<file path="src/rtl/if_stage_scoreboard_if.sv">
// if_stage_scoreboard_if: loader, redirect, decode handshake, writeback and fetch outputs.
// Latency: none, wiring only.
// Backpressure: id_ready from decode; stall/if_valid report the fetch register state.
interface if_stage_scoreboard_if #(
  parameter int SIZE       = 32,
  parameter int IMEM_DEPTH = 32,
  parameter int NUM_REGS   = 32,
  parameter int CNT_W      = 32
);
  localparam int AW = $clog2(IMEM_DEPTH);
  localparam int RW = $clog2(NUM_REGS);

  // instruction memory loader
  logic            imem_we;
  logic [AW-1:0]   imem_waddr;
  logic [SIZE-1:0] imem_wdata;

  // control flow and pipeline feedback
  logic            redirect_valid;
  logic [SIZE-1:0] redirect_pc;
  logic            id_ready;
  logic            wb_valid;
  logic [RW-1:0]   wb_reg;

  // fetch register view
  logic             if_valid;
  logic [SIZE-1:0]  Instruction;
  logic [SIZE-1:0]  PC_4;
  logic             stall;
  logic [CNT_W-1:0] stall_count;

  modport master (
    output imem_we, imem_waddr, imem_wdata,
    output redirect_valid, redirect_pc, id_ready, wb_valid, wb_reg,
    input  if_valid, Instruction, PC_4, stall, stall_count
  );

  modport slave (
    input  imem_we, imem_waddr, imem_wdata,
    input  redirect_valid, redirect_pc, id_ready, wb_valid, wb_reg,
    output if_valid, Instruction, PC_4, stall, stall_count
  );
endinterface

</file>
<file path="src/rtl/if_stage_scoreboard.sv">
// if_stage_scoreboard: MIPS fetch stage with a per-register RAW scoreboard and branch redirect.
// Latency: fetch register refills 1 cycle after reset/redirect; 1 instruction per cycle when unstalled.
// Backpressure: holds the fetch register while id_ready is low or a source register is pending.
module if_stage_scoreboard #(
  parameter int SIZE       = 32,
  parameter int IMEM_DEPTH = 32,
  parameter int NUM_REGS   = 32,
  parameter int CNT_W      = 32
) (
  input logic clk,
  input logic rst,
  if_stage_scoreboard_if.slave bus
);
  localparam int AW = $clog2(IMEM_DEPTH);
  localparam int RW = $clog2(NUM_REGS);

  // opcodes that write a register
  localparam logic [5:0] OP_RTYPE = 6'h00;
  localparam logic [5:0] OP_ADDI  = 6'h08;
  localparam logic [5:0] OP_ANDI  = 6'h0C;
  localparam logic [5:0] OP_ORI   = 6'h0D;
  localparam logic [5:0] OP_LW    = 6'h23;

  // MIPS instruction fields
  typedef struct packed {
    logic [5:0] opcode;
    logic [4:0] rs;
    logic [4:0] rt;
    logic [4:0] rd;
    logic [4:0] shamt;
    logic [5:0] funct;
  } instr_hdr_t;

  logic [SIZE-1:0]     imem [IMEM_DEPTH];

  logic [SIZE-1:0]     pc_q;
  logic                if_valid_q;
  logic [SIZE-1:0]     instr_q;
  logic [SIZE-1:0]     pc4_q;
  logic [NUM_REGS-1:0] pending_q;
  logic [CNT_W-1:0]    stall_cnt_q;

  instr_hdr_t          hdr;
  logic [SIZE-1:0]     fetch_word;
  logic [SIZE-1:0]     pc_next;
  logic [RW-1:0]       rs_idx;
  logic [RW-1:0]       rt_idx;
  logic                has_dest;
  logic [RW-1:0]       dest_idx;
  logic                stall;
  logic                handoff;
  logic                load;
  logic [NUM_REGS-1:0] pend_d;

  assign hdr        = instr_hdr_t'(instr_q[31:0]);
  assign fetch_word = imem[pc_q[AW+1:2]];
  assign pc_next    = pc_q + SIZE'(4);
  assign rs_idx     = hdr.rs[RW-1:0];
  assign rt_idx     = hdr.rt[RW-1:0];

  // Loader port; a fetch from the same word this cycle still sees the old contents.
  always_ff @(posedge clk) begin
    if (bus.imem_we) begin
      imem[bus.imem_waddr] <= bus.imem_wdata;
    end
  end

  // Destination decode of the instruction sitting in the fetch register.
  always_comb begin
    has_dest = 1'b0;
    dest_idx = '0;
    case (hdr.opcode)
      OP_RTYPE: begin
        has_dest = 1'b1;
        dest_idx = hdr.rd[RW-1:0];
      end
      OP_ADDI, OP_ANDI, OP_ORI, OP_LW: begin
        has_dest = 1'b1;
        dest_idx = hdr.rt[RW-1:0];
      end
      default: begin
        has_dest = 1'b0;
        dest_idx = '0;
      end
    endcase
  end

  // Both source fields are always checked; a same-cycle writeback does not unblock.
  assign stall   = if_valid_q & (pending_q[rs_idx] | pending_q[rt_idx]);
  assign handoff = if_valid_q & bus.id_ready & ~stall & ~bus.redirect_valid;
  assign load    = ~bus.redirect_valid & (~if_valid_q | handoff);

  // Scoreboard update: writeback clears first, so a same-cycle handoff set wins.
  always_comb begin
    pend_d = pending_q;
    if (bus.wb_valid) begin
      pend_d[bus.wb_reg] = 1'b0;
    end
    if (handoff && has_dest && (dest_idx != '0)) begin
      pend_d[dest_idx] = 1'b1;
    end
  end

  // Scoreboard register; r0 is never set because the set path excludes it.
  always_ff @(posedge clk) begin
    if (rst) begin
      pending_q <= '0;
    end else begin
      pending_q <= pend_d;
    end
  end

  // PC and fetch register: redirect flushes, otherwise refill when empty or handed off.
  always_ff @(posedge clk) begin
    if (rst) begin
      pc_q       <= '0;
      if_valid_q <= 1'b0;
      instr_q    <= '0;
      pc4_q      <= '0;
    end else if (bus.redirect_valid) begin
      pc_q       <= {bus.redirect_pc[SIZE-1:2], 2'b00};
      if_valid_q <= 1'b0;
    end else if (load) begin
      pc_q       <= pc_next;
      if_valid_q <= 1'b1;
      instr_q    <= fetch_word;
      pc4_q      <= pc_next;
    end
  end

  // Saturating count of cycles spent stalled on a RAW hazard.
  always_ff @(posedge clk) begin
    if (rst) begin
      stall_cnt_q <= '0;
    end else if (stall && (stall_cnt_q != '1)) begin
      stall_cnt_q <= stall_cnt_q + CNT_W'(1);
    end
  end

  // Invariants: r0 is never tracked and a stall always refers to a held instruction.
  always_ff @(posedge clk) begin
    if (!rst) begin
      assert (!pending_q[0]);
      assert (!stall || if_valid_q);
    end
  end

  assign bus.if_valid    = if_valid_q;
  assign bus.Instruction = instr_q;
  assign bus.PC_4        = pc4_q;
  assign bus.stall       = stall;
  assign bus.stall_count = stall_cnt_q;

  // Fields not needed for hazard tracking.
  logic unused_bits;
  assign unused_bits = ^{bus.redirect_pc[1:0], hdr.shamt, hdr.funct};
endmodule

</file>
<file path="src/flat_wrapper.sv">
// flat-port wrapper written by rule: the top's interface ports become plain ports
module if_stage_scoreboard_flat 
#(
  parameter int SIZE       = 32,
  parameter int IMEM_DEPTH = 32,
  parameter int NUM_REGS   = 32,
  parameter int CNT_W      = 32
)
  (clk, rst, bus_imem_we, bus_imem_waddr, bus_imem_wdata, bus_redirect_valid, bus_redirect_pc, bus_id_ready, bus_wb_valid, bus_wb_reg, bus_if_valid, bus_Instruction, bus_PC_4, bus_stall, bus_stall_count);
  if_stage_scoreboard_if #(.SIZE(SIZE), .IMEM_DEPTH(IMEM_DEPTH), .NUM_REGS(NUM_REGS), .CNT_W(CNT_W)) bus_i ();
  input logic clk;
  input logic rst;
  input wire logic [$bits(bus_i.imem_we)-1:0] bus_imem_we;
  input wire logic [$bits(bus_i.imem_waddr)-1:0] bus_imem_waddr;
  input wire logic [$bits(bus_i.imem_wdata)-1:0] bus_imem_wdata;
  input wire logic [$bits(bus_i.redirect_valid)-1:0] bus_redirect_valid;
  input wire logic [$bits(bus_i.redirect_pc)-1:0] bus_redirect_pc;
  input wire logic [$bits(bus_i.id_ready)-1:0] bus_id_ready;
  input wire logic [$bits(bus_i.wb_valid)-1:0] bus_wb_valid;
  input wire logic [$bits(bus_i.wb_reg)-1:0] bus_wb_reg;
  output wire logic [$bits(bus_i.if_valid)-1:0] bus_if_valid;
  output wire logic [$bits(bus_i.Instruction)-1:0] bus_Instruction;
  output wire logic [$bits(bus_i.PC_4)-1:0] bus_PC_4;
  output wire logic [$bits(bus_i.stall)-1:0] bus_stall;
  output wire logic [$bits(bus_i.stall_count)-1:0] bus_stall_count;
  assign bus_i.imem_we = bus_imem_we;
  assign bus_i.imem_waddr = bus_imem_waddr;
  assign bus_i.imem_wdata = bus_imem_wdata;
  assign bus_i.redirect_valid = bus_redirect_valid;
  assign bus_i.redirect_pc = bus_redirect_pc;
  assign bus_i.id_ready = bus_id_ready;
  assign bus_i.wb_valid = bus_wb_valid;
  assign bus_i.wb_reg = bus_wb_reg;
  assign bus_if_valid = bus_i.if_valid;
  assign bus_Instruction = bus_i.Instruction;
  assign bus_PC_4 = bus_i.PC_4;
  assign bus_stall = bus_i.stall;
  assign bus_stall_count = bus_i.stall_count;
  if_stage_scoreboard #(.SIZE(SIZE), .IMEM_DEPTH(IMEM_DEPTH), .NUM_REGS(NUM_REGS), .CNT_W(CNT_W)) u_core (.clk(clk), .rst(rst), .bus(bus_i));
endmodule
</file>
<file path="config.mk">
export PLATFORM = sky130hd
export DESIGN_NAME = if_stage_scoreboard_flat
export DESIGN_NICKNAME = d
export VERILOG_FILES = /design/src/rtl/if_stage_scoreboard_if.sv /design/src/rtl/if_stage_scoreboard.sv /design/src/flat_wrapper.sv
export SDC_FILE = /design/constraint.sdc
export NUM_CORES = 1
export LEC_CHECK = 0
export CORE_MARGIN = 1.5
export CORE_UTILIZATION = 44
export CTS_CLUSTER_SIZE = 40
export DETAILED_ROUTE_END_ITERATION = 7
export PLACE_DENSITY = 0.73
export SLEW_MARGIN = 25
export SYNTH_ARGS = -nofsm -noshare
export SYNTH_HDL_FRONTEND = slang
export SYNTH_SLANG_ARGS = --single-unit
</file>
<file path="constraint.sdc">
create_clock -name clk -period 4.5 [get_ports clk]
set_clock_uncertainty 0.2 [all_clocks]
set_input_delay 0.9 -clock clk [delete_from_list [all_inputs] [get_ports clk]]
set_output_delay 0.9 -clock clk [all_outputs]
set_load 0.01 [all_outputs]
</file>
==> results of run 1 <==
[registers in the layout, indices dropped and copies added, names as in the netlist]
register	count
u_core.bus.PC_4	30
u_core.bus.Instruction	32
u_core.pc_q	30
u_core.imem	1024
u_core.bus.stall_count	32
u_core.bus.if_valid	1
u_core.pending_q	32
[layout by cell type, fill, tap and decap left out, drive strengths merged, types with 6 or more instances in the layout]
cell type,instances
buf,90
xor2,41
nor3,6
nand2b,6
clkdlybuf4s50,153
o21ai,67
a22oi,12
or3,18
bufinv,13
mux4,332
edfxtp,1024
nor2,169
xnor2,16
inv,11
nand2,74
clkinv,50
nand3b,24
nor2b,27
clkinvlp,13
a311oi,12
mux2i,39
a211oi,63
clkbuf,127
nand4,23
a21oi,18
o21a,9
nand3,33
dfxtp,157
and3,17
[area by class of cell]
type                       count  share of cell area
clock inverter                79              0.0151
sequential                  1181               0.629
timing repair buffer         243              0.0454
clock buffer                 127              0.0532
multi-input combinational   1063               0.225
tap                         1380              0.0320
inverter                       8            0.000557
antenna                        1           0.0000464
[cell families (layout without fill, tap and decap cells)]
| family | after synthesis | count (layout) | share of synthesized area |
|---|---|---|---|
| other | 1 | 3 | 0.0000809 |
| xor gates and xnor gates | 57 | 57 | 0.0108 |
| and+or+nand+nor | 424 | 424 | 0.0447 |
| muxes | 376 | 376 | 0.171 |
| buffers and inverters | 142 | 457 | 0.0123 |
| DFF | 1181 | 1181 | 0.731 |
| AOI/OAI and AO/OA | 202 | 202 | 0.0293 |
| adders and majority gates | 2 | 2 | 0.000540 |
[power breakdown]
part / total [mW] / internal [mW] / switching, mW
clock: 9.41 / 5.34 / 4.07
sequential: 12.2 / 12.1 / 0.132
combinational: 1.77 / 0.829 / 0.936
total: 23.4 / 18.2 / 5.13
[worst max-delay path, delay by kind of cell (launching register included)]
kind | cells | cell delay [ns]
AOI/OAI and AO/OA | 4 | 0.79
DFF | 1 | 0.62
muxes | 1 | 0.56
buffers and inverters | 1 | 0.52
[worst min path at each step]
stage / startpoint / to / depth (start not counted)
after floorplan: u_core.pending_q[0]$_SDFF_PP0_ / u_core.pending_q[0]$_SDFF_PP0_ / 2
after global placement: u_core.pending_q[0]$_SDFF_PP0_ / u_core.pending_q[0]$_SDFF_PP0_ / 2
after detailed placement: u_core.bus.PC_4[26]$_SDFFE_PP0P_ / u_core.bus.PC_4[26]$_SDFFE_PP0P_ / 2
after CTS: u_core.bus.PC_4[26]$_SDFFE_PP0P_ / u_core.bus.PC_4[26]$_SDFFE_PP0P_ / 2
after global routing: u_core.bus.PC_4[26]$_SDFFE_PP0P_ / u_core.bus.PC_4[26]$_SDFFE_PP0P_ / 2
final: u_core.bus.PC_4[26]$_SDFFE_PP0P_ / u_core.bus.PC_4[26]$_SDFFE_PP0P_ / 2
[layer usage]
metal,vias to the layer above,wire (um),GRT usage
li1,10200,-,-
met1,12700,44900,0.289
met2,1279,54400,0.337
met3,194,10600,0.0485
met4,8,2390,0.0538
met5,-,50,0
[stage by stage]
| step | std cells | utilization | total power, mW | hold WS, ns | cell area, sq um |
|---|---|---|---|---|---|
| after CTS | 4081 | 0.520 | 23.5 | 0.267 | 54000 |
| after detailed placement | 3875 | 0.484 | 14.2 | 0.258 | 50300 |
| after floorplan | 2386 | - | 13.5 | 0.234 | 46300 |
| after global routing | 4081 | 0.519 | 24.1 | 0.283 | 53900 |
| final | 4082 | 0.519 | 23.4 | 0.265 | 53900 |
| after global placement | 3875 | 0.484 | 14.2 | 0.256 | 50300 |
[timing repair]
action                     CTS  global route
hold buffers                 0             0
setup endpoints to repair    0             1
gates resized for setup      0             2
==> impl_metrics.toml, run 1 <==
[worst_setup_path]
critical_path.slowest_cell = "dfxtp_1"
startpoint = "u_core.bus.Instruction[23]$_SDFFE_PP0P_"
crit_arrival_ns = 3.18
rrSetupSlack_ns = 1.07
critPathKind = "reg -> out"
timing.critical_path.mode_cell = "o22ai_1"
worst_setup_path_end_kind = "output pin"
critPathLaunchType = "register"
cp-endpoint = "bus_stall"
cp.required_ns = 3.40
path_cells = "mux4_2, o22ai_1, o22ai_1, o21ai_2, a21oi_2, clkdlybuf4s50_1"
r2r_start = "u_core.bus.stall_count[3]$_SDFFE_PP0P_"
cp_max_fo = 8
rr_endpoint = "u_core.bus.stall_count[23]$_SDFFE_PP0P_"
max_stage_delay_ns = 0.62
reg2reg_depth = 8

[sta]
rsz0062_at_grt = "no"
post-route-period-util = 0.952
fin_ws_ns = 0.216
tightestPinTransition_ns = 1.04
fmax_mhz = 233
setup_tns_ns = 0
finalSetupViolCount = 0
hold_viol_final = 0
drv_slew = 0
slew_headroom = 0.305
period_needed_ns = 4.28

[detailed_routing]
drc = 0
firstDrtPassIters = 6
vias = 24400
wl_mm = 112
routed_wire_length_per_instance_um = 27.5
post_drt_via_cell_ratio = 5.97
drt_iter0_drc = 3004
ant_nets = 0

[synthesis]
yosysTopAreaCell = "edfxtp_1"
yosysTopAreaCellShare = 0.663
ys_types = 58
synth-seq-cells = 1181
synth_edf_count = 1024
yosys-top-cells-count = "edfxtp_1, mux4_2, nor2_1"
synth-async-reset-ratio = 0
synth.area.top_cells = "edfxtp_1, mux4_2, dfxtp_1"
syn_area_sq_um = 46300
syn_avg_cell_area_sq_um = 19.4
synthCells = 2385
synth.most_common_cell = "edfxtp_1"
ys_warn_count = 0
ys_seq_area_frac = 0.731
ys.flop_type = "edfxtp_1"

[die]
row_count = 118
ioPinCount = 178
die_h_um = 328
die_w_um = 328
core_area_sq_um = 104000
start_util = 0.446
die_area_sq_um = 107000

[cts]
cts_max_level = 3
max-clock-path-buffers = 3
clkSinkCount = 1181
clk_pin_slew_ns = 0.06
cts_tree = "built"
cts-root-buf = "clkbuf_16"
post_cts_buffers = 0
clkLatencyLatePin_ns = 0.71
cts_buffers = 110

[global_route]
grt_first_pass_wirelength_mm = 165
track_usage = 0.209
grt_max_degree = 143
grt_overflow = 0
antenna_found_initial = 6
grt_pass1_vias = 25000

[placement]
place_ws_ns = 0.793
dpl.hpwl_mm = 61.0
gp_congestion = 0.857
io_buffers = 173

[pwr]
power_density_nw_per_um2 = 433
leakagePower_nw = 16.6
vdd_drop_max_mv = 0.325

[final_layout]
drive_gt1_frac = 0.243
regArea_sq_um = 33900
fin_nets = 2689
area_growth_pct = 16.4
multi_input_area_sq_um = 12100
num-fill-cells = 7946

[run_status]
status = "finished, final reports clean"

[hold_path]
hold_class = "reg -> reg"

[job]
max_cap_viol_count = 0
(Power assumes the default switching activity.)
==> run 2, diff against run 1 <==
Settings changed: CORE_ASPECT_RATIO from default to 0.9, TNS_END_PERCENT from default to 50.
==> impl_metrics.toml, run 2 (synthesized netlist as in run 1, its figures left out) <==
[run_status]
status = "finished, final reports clean"

[pwr]
vdd_drop_max_mv = 0.325
leakagePower_nw = 16.5
power_mw = 23.2
power_density_nw_per_um2 = 431

[hold_path]
min_from = "u_core.bus.PC_4[2]$_SDFFE_PP0P_"
hold_class = "reg -> reg"
min_path_cells = 2
hold_end = "u_core.bus.PC_4[2]$_SDFFE_PP0P_"

[sta]
post-route-period-util = 0.954
drv_slew = 0
finalSetupViolCount = 0
slew_headroom = 0.307
tightestPinTransition_ns = 1.04
fmax_mhz = 233
hold_viol_final = 0
hold_ws_ns = 0.269
period_needed_ns = 4.29
setup_tns_ns = 0
rsz0062_at_grt = "no"

[detailed_routing]
post_drt_via_cell_ratio = 6.02
drt_iter0_drc = 2823
wl_mm = 112
routed_wire_length_per_instance_um = 27.6
firstDrtPassIters = 7
wl_met3_mm = 10.5
vias = 24400
ant_nets = 0
highest_layer = "met5"
drc = 0
route.met2.wl_mm = 53.5
wirelength_met1_mm = 45.5

[global_route]
antenna_found_initial = 6
grt_overflow = 0
track_usage = 0.209
grt_max_degree = 157
grt_pass1_vias = 24800
grt_first_pass_wirelength_mm = 166

[die]
row_count = 112
die_area_sq_um = 107000
die_w_um = 345
ioPinCount = 178
die_h_um = 311
start_util = 0.446
core_area_sq_um = 104000

[final_layout]
final_cell_mix = "edfxtp_1, mux4_2, clkdlybuf4s50_1"
largest-register = "u_core.imem"
area_growth_pct = 16.2
final_common_cell = "edfxtp_1"
largest_register_ffs = 1024
drive_gt1_frac = 0.234
fin_nets = 2684

[worst_setup_path]
max_stage_delay_ns = 0.68
reg2reg_depth = 8
crit_arrival_ns = 3.19
path_cells = "mux4_2, nor2b_1, a2111oi_1, nor3_4, a21oi_2, clkdlybuf4s50_1"
critPathKind = "reg -> out"
rrSetupSlack_ns = 1.04
cp.required_ns = 3.40
critPathLaunchType = "register"
cp_max_fo = 12
critPathTopFamily = "compound AO/OA/AOI/OAI gates"
worst_setup_path_end_kind = "output pin"
critical_path.slowest_cell = "dfxtp_1"
r2r_start = "u_core.bus.stall_count[3]$_SDFFE_PP0P_"
rr_endpoint = "u_core.bus.stall_count[23]$_SDFFE_PP0P_"
worst-path-buf-inv = 1

[placement]
gp_congestion = 0.858
io_buffers = 173
dpl.hpwl_mm = 62.8

[cts]
cts_buffers = 110
clkLatencyLatePin_ns = 0.70
ctsHoldBuffers = 0
cts_max_level = 3
clk_pin_slew_ns = 0.06
cts_resized = 1
max-clock-path-buffers = 3
clkSinkCount = 1181
cts-root-buf = "clkbuf_16"
cts_tree = "built"
post_cts_buffers = 0

[job]
max_cap_viol_count = 0
run 2: cell count changes in the layout (fill, tap and decap cells not counted), sizes merged:
| cell | before | now |
|---|---|---|
| buf | 90 | 86 |
| bufinv | 13 | 12 |
| clkbuf | 127 | 125 |
| clkdlybuf4s50 | 153 | 152 |
| clkinv | 50 | 52 |
| clkinvlp | 13 | 6 |
| diode | 1 | 2 |
| inv | 11 | 14 |
run 2: worst max-delay path by stage:
| stage | from | endpoint | slack, ns | cells past startpoint |
|---|---|---|---|---|
| 3_3_place_gp | u_core.bus.Instruction[16]$_SDFFE_PP0P_ | bus_stall | 0.62 | 7 |
| 6_report | u_core.bus.Instruction[17]$_SDFFE_PP0P_ | bus_stall | 0.21 | 6 |
| 3_5_place_dp | u_core.bus.Instruction[16]$_SDFFE_PP0P_ | bus_stall | 0.65 | 7 |
| 2_1_floorplan | bus_imem_waddr[1] | u_core.imem[12][0]$_DFFE_PP_ | 0.97 | 3 |
| 5_1_grt | u_core.bus.Instruction[17]$_SDFFE_PP0P_ | bus_stall | 0.01 | 6 |
| 4_1_cts | u_core.bus.Instruction[21]$_SDFFE_PP0P_ | bus_stall | 0.08 | 6 |
run 2: layer usage:
layer,up-vias,global-route usage
met1,12800,0.292
li1,10200,-
met4,6,0.0510
met5,-,0
met2,1257,0.333
met3,196,0.0479
run 2: report_power, final:
| part | leakage [nW] | total (mW) | switching, mW | internal [mW] |
|---|---|---|---|---|
| Combinational | 4.25 | 1.75 | 0.917 | 0.830 |
| Clock | 1.74 | 9.24 | 4.00 | 5.24 |
| Sequential | 10.5 | 12.2 | 0.155 | 12.1 |
| Total | 16.5 | 23.2 | 5.07 | 18.2 |
run 2: per-stage QoR:
stage / utilization / area, sq um / instances / worst slack, ns
after floorplan: - / 46300 / 2386 / 0.966
final: 0.518 / 53900 / 4061 / 0.206
after CTS: 0.519 / 54000 / 4059 / 0.0785
after global routing: 0.518 / 53900 / 4060 / 0.0109
after global placement: 0.484 / 50400 / 3858 / 0.622
after detailed placement: 0.484 / 50400 / 3858 / 0.655
run 2: final cells by class:
class	instances	area, sq um
clock buffer	125	2850
multi-input combinational	1063	12100
tap	1368	1710
antenna	2	5.00
inverter	8	30.0
fill	7947	50100
timing repair buffer	238	2480
sequential	1181	33900
clock inverter	76	749
run 2: worst min-delay path, stage by stage, from the launching register on:
cell	delay [ns]
dfxtp_1	0.31
nand2_1	0.06
a21oi_1	0.06
==> run 3, diff against run 2 <==
Clock period 4.5 ns to 4.6 ns, I/O delays scaled along.
==> impl_metrics.toml, run 3 (synthesized netlist as in run 1, its figures left out) <==
[worst_setup_path]
worst_setup_path_end_kind = "output pin"
cp_max_fo = 12
crit_arrival_ns = 3.23
critPathKind = "reg -> out"
rrSetupSlack_ns = 0.84
critPathLaunchType = "register"
cp.required_ns = 3.48

[sta]
finalSetupViolCount = 0
period_needed_ns = 4.35
tightestPinTransition_ns = 1.05
fmax_mhz = 230
hold_viol_final = 0
setup_tns_ns = 0
slew_headroom = 0.298
rsz0062_at_grt = "no"
post-route-period-util = 0.946
drv_slew = 0

[die]
die_w_um = 345
die_h_um = 311
start_util = 0.446
row_count = 112
ioPinCount = 178
core_area_sq_um = 104000
die_area_sq_um = 107000

[final_layout]
final_common_cell = "edfxtp_1"
num-fill-cells = 8043
drive_gt1_frac = 0.236
fin_nets = 2691
area_growth_pct = 15.9
largest-register = "u_core.imem"
largest_register_ffs = 1024
final_util = 0.517
final_cell_mix = "edfxtp_1, mux4_2, dfxtp_1"

[placement]
gp_congestion = 0.859
dpl.hpwl_mm = 63.9
io_buffers = 173

[detailed_routing]
routed_wire_length_per_instance_um = 26.8
firstDrtPassIters = 7
drt_iter0_drc = 2449
vias = 24100
drc = 0
post_drt_via_cell_ratio = 5.91
ant_nets = 0
wl_mm = 109

[cts]
max-clock-path-buffers = 3
cts_buffers = 109
cts-root-buf = "clkbuf_16"
cts_max_level = 3
clkLatencyLatePin_ns = 0.71
clk_pin_slew_ns = 0.06
clkSinkCount = 1181
cts_tree = "built"

[job]
max_cap_viol_count = 0

[global_route]
grt_first_pass_wirelength_mm = 162
grt_max_degree = 99
track_usage = 0.204
grt_overflow = 0
antenna_found_initial = 6
grt_pass1_vias = 24400

[hold_path]
hold_class = "reg -> reg"

[pwr]
power_density_nw_per_um2 = 418
leakagePower_nw = 16.5
vdd_drop_max_mv = 0.342

[run_status]
status = "finished, final reports clean"
-- run 3: cell types whose count changed in the layout (fill, tap and decap cells not counted), sizes merged --
cell / change
clkinv: -8
bufinv: -5
clkinvlp: -5
clkbuf: +23
clkdlybuf4s50: -4
diode: +2
buf: +12
inv: -5
-- run 3: per-stage QoR --
stage	total power, mW	cell area [sq um]	setup WS [ns]	cells	hold WS [ns]
floorplan	13.2	46300	1.05	2386	0.234
global placement	13.9	50300	0.848	3866	0.251
detailed placement	13.9	50300	0.787	3866	0.259
CTS	22.6	53800	0.0788	4067	0.268
global route	23.1	53700	0.107	4068	0.295
finish	22.4	53700	0.247	4071	0.266
-- run 3: worst paths after layout --
path | startpoint | to | cells past startpoint
max | u_core.bus.Instruction[23]$_SDFFE_PP0P_ | bus_stall | 6
min | u_core.bus.PC_4[26]$_SDFFE_PP0P_ | u_core.bus.PC_4[26]$_SDFFE_PP0P_ | 2
min reg2reg | u_core.bus.PC_4[26]$_SDFFE_PP0P_ | u_core.bus.PC_4[26]$_SDFFE_PP0P_ | 2
max reg2reg | u_core.bus.Instruction[23]$_SDFFE_PP0P_ | u_core.bus.Instruction[31]$_SDFFE_PP0P_ | 9
-- run 3: timing repair --
item,CTS,global route
hold buffers,0,0
resized for setup,0,1
endpoints found under the setup margin,0,1
setup buffers,0,0
-- run 3: power breakdown --
| group | switching, mW | total (mW) | internal, mW |
|---|---|---|---|
| logic | 0.920 | 1.72 | 0.803 |
| clock network | 3.85 | 8.76 | 4.91 |
| registers | 0.134 | 11.9 | 11.8 |
| total | 4.91 | 22.4 | 17.5 |
-- run 3: layout make-up --
cell class | instances | area, sq um | share of cell area
diodes | 4 | 10.0 | 0.000186
inverters | 8 | 30.0 | 0.000559
well taps | 1368 | 1710 | 0.0319
multi-input cells | 1063 | 12100 | 0.226
clock inverters | 53 | 527 | 0.00981
flip-flops and latches | 1181 | 33900 | 0.631
clock buffers | 148 | 2960 | 0.0550
repair buffers | 246 | 2440 | 0.0454
-- run 3: layer usage --
layer  routed length, um  GRT usage  up-vias
li1                    -          -    10200
met1               44100      0.281    12600
met2               53100      0.327     1079
met3                9930     0.0516      165
met4                2160     0.0522        4
met5                  37          0        -
-- run 3: worst max-delay path, cell delays in order (launching register included) --
cell	delay [ns]
dfxtp_1	0.74
mux4_2	0.58
o22ai_1	0.17
o22ai_1	0.10
o21ai_2	0.32
a21oi_2	0.14
clkdlybuf4s50_1	0.50
==> RTL edit, RTL diff (flow settings as in run 2) <==
`CNT_W` is set to 32 in 3 places; all go to 64.
--- a/src/rtl/if_stage_scoreboard_if.sv
+++ b/src/rtl/if_stage_scoreboard_if.sv
@@ -5,7 +5,7 @@
   parameter int SIZE       = 32,
   parameter int IMEM_DEPTH = 32,
   parameter int NUM_REGS   = 32,
-  parameter int CNT_W      = 32
+  parameter int CNT_W      = 64
 );
   localparam int AW = $clog2(IMEM_DEPTH);
   localparam int RW = $clog2(NUM_REGS);
--- a/src/rtl/if_stage_scoreboard.sv
+++ b/src/rtl/if_stage_scoreboard.sv
@@ -5,7 +5,7 @@
   parameter int SIZE       = 32,
   parameter int IMEM_DEPTH = 32,
   parameter int NUM_REGS   = 32,
-  parameter int CNT_W      = 32
+  parameter int CNT_W      = 64
 ) (
   input logic clk,
   input logic rst,
--- a/src/flat_wrapper.sv
+++ b/src/flat_wrapper.sv
@@ -4,7 +4,7 @@
   parameter int SIZE       = 32,
   parameter int IMEM_DEPTH = 32,
   parameter int NUM_REGS   = 32,
-  parameter int CNT_W      = 32
+  parameter int CNT_W      = 64
 )
   (clk, rst, bus_imem_we, bus_imem_waddr, bus_imem_wdata, bus_redirect_valid, bus_redirect_pc, bus_id_ready, bus_wb_valid, bus_wb_reg, bus_if_valid, bus_Instruction, bus_PC_4, bus_stall, bus_stall_count);
   if_stage_scoreboard_if #(.SIZE(SIZE), .IMEM_DEPTH(IMEM_DEPTH), .NUM_REGS(NUM_REGS), .CNT_W(CNT_W)) bus_i ();
Interface: changed (resized bus_stall_count); port bits go from 178 to 210. No check against the original RTL was run, so the function may have changed too.
==> RTL edit against run 2 <==
Final area up 4.7%; routed wire length up 5.1%; critical path depth up 1; sequential cell count up 32; clock power up 2%; core utilization down 0.23 points; total power up 6.9%; worst setup slack better by 0.20 ns; sequential share of layout area down 1.7 points; via count up 9.6%; area after synthesis up 4.7%; sequential power up 3%; critical path type unchanged.
==> RTL edit: results (changes against run 2) <==
metric;value;unit;change
r2r-start;u_core.bus.Instruction[23];;
viasPerCell;5.95;;-1.1%
grt_use_total;20.9;%;about the same
worst_ep_arrival_time;3.00;ns;-0.19 ns
insertion_delay;0.72;ns;+0.02 ns
drt-initial-drc-count;3174;;+12%
worstPathMaxFanout;19;;+7
ys_warn_count;0;;unchanged
worst-r2r-setup-slack;0.95;ns;-0.09 ns
cts_resized;0;;-1
yosysSeqAreaShare;71.1;%;-2.0 points
status;finished clean;;
cts_buffers;113;;+2.7%
grt_pass1_wl;175;mm;+5.3%
hold_end;u_core.bus.PC_4[3];;
clock_path_buffers;3;;unchanged
final_nets;3019;;+12%
ff2ff_path_depth;10;;+2
gp_congestion;0.892;;+3.9%
wl_per_cell;26.2;µm;-5.1%
leakage;0.0174;µW;+5.7%
r2r-end;u_core.bus.stall_count[18];;
path_delay_family;buffers and inverters;;
regMostFlops;u_core.imem;;
antenna_found_initial;9;;+3
max_stage_delay;0.54;ns;-0.14 ns
cts_setup_buffers;0;;unchanged
firstDrtPassIters;6;;-1
io_buffer_count;205;;+18%
fillerInstances;8654;;+8.9%
synth_commonest_cells;1,024 x edfxtp_1, 320 x mux4_2, 189 x dfxtp_1;;
synth_cells;2694;;+13%
synthArstFlopShare;0;%;unchanged
synth-edff-count;1024;;unchanged
yosys-top-cells-area;edfxtp_1 63%, mux4_2 15%, dfxtp_1 7.8%, nor2_1 1.4%, mux2i_1 1.3%;;
place_hpwl;67.1;mm;+7.0%
drt-total-wl;118;mm;+5.1%
min_from;u_core.bus.PC_4[3];;
synth_cell_types;71;;+22%
hold_path.class;flop to flop;;
tightest_slew;1.04;ns;-0.00225 ns
pre_cts_ws;0.666;ns;+0.0110 ns
grt_pass1_vias;26500;;+6.8%
critPathSlowestCell;clkdlybuf4s50_1;;
dpl.cell_count;4284;;+11%
vdd_drop_max;0.365;mV;+12%
grt_max_degree;103;;-34%
drive_above_1_share;21.5;%;-1.9 points
RTL edit: cell count changes in the layout (fill, tap and decap cells not counted), sizes merged, moves of 24 or more:
cell           change
clkdlybuf4s50     +27
o211ai            +27
a21oi             +35
nand3             +51
mux2i             +26
nand2             +24
dfxtp             +32
RTL edit: through the flow:
stage	instance area, µm²	hold slack (ns)
after detailed placement	52900	0.247
final	56400	0.255
after global routing	56400	0.272
after CTS	56500	0.255
after floorplan	48500	0.256
after global placement	52900	0.242
RTL edit: layer usage:
| layer | GRT usage (%) | routed length (µm) |
|---|---|---|
| met2 | 32.7 | 56100 |
| met3 | 5.39 | 11000 |
| met1 | 29.4 | 48300 |
| met4 | 4.72 | 2330 |
| met5 | 0 | 84 |
RTL edit: how the worst max path moves through the flow:
stage,slack [ns],to,from,cells past startpoint
3_5_place_dp,0.67,u_core.imem[1][10],bus_imem_waddr[1],4
6_report,0.40,bus_stall,u_core.bus.Instruction[23],7
2_1_floorplan,0.97,u_core.imem[12][0],bus_imem_waddr[1],3
4_1_cts,0.37,bus_stall,u_core.bus.Instruction[23],7
5_1_grt,0.12,bus_stall,u_core.bus.Instruction[23],7
3_3_place_gp,0.70,u_core.imem[1][10],bus_imem_waddr[1],4
RTL edit: cell type report:
type	count	area share (%)
clock inverter	65	1.10
multi-input combinational	1307	24.0
antenna	1	0.00444
inverter	20	0.138
clock buffer	148	5.36
tap	1462	3.24
timing repair buffer	282	4.95
sequential	1213	61.3
RTL edit: cells by family after synthesis:
group           Yosys count  synth area share, %
mux                     390                 16.3
flops                  1213                 71.1
other cells               1              0.00773
simple gates            560                 5.77
buf+inv                 175                 1.56
fa+ha+maj                 2               0.0515
compound gates          293                 4.09
xor+xnor                 60                 1.08
RTL edit: worst reg2reg max path, cell delays in order, from the launching register on:
cell	delay, ns
dfxtp_1	0.31
buf_4	0.31
mux2i_1	0.15
a22oi_1	0.20
nand4b_1	0.13
o22ai_1	0.37
or4_1	0.59
buf_4	0.32
nand2_1	0.23
or4_1	0.52
a21oi_1	0.15
RTL edit: power by group:
group | leakage [µW] | switching [µW] | internal [µW]
registers | 0.0108 | 177 | 12400
clock network | 0.00177 | 4240 | 5180
logic | 0.00491 | 1510 | 1330
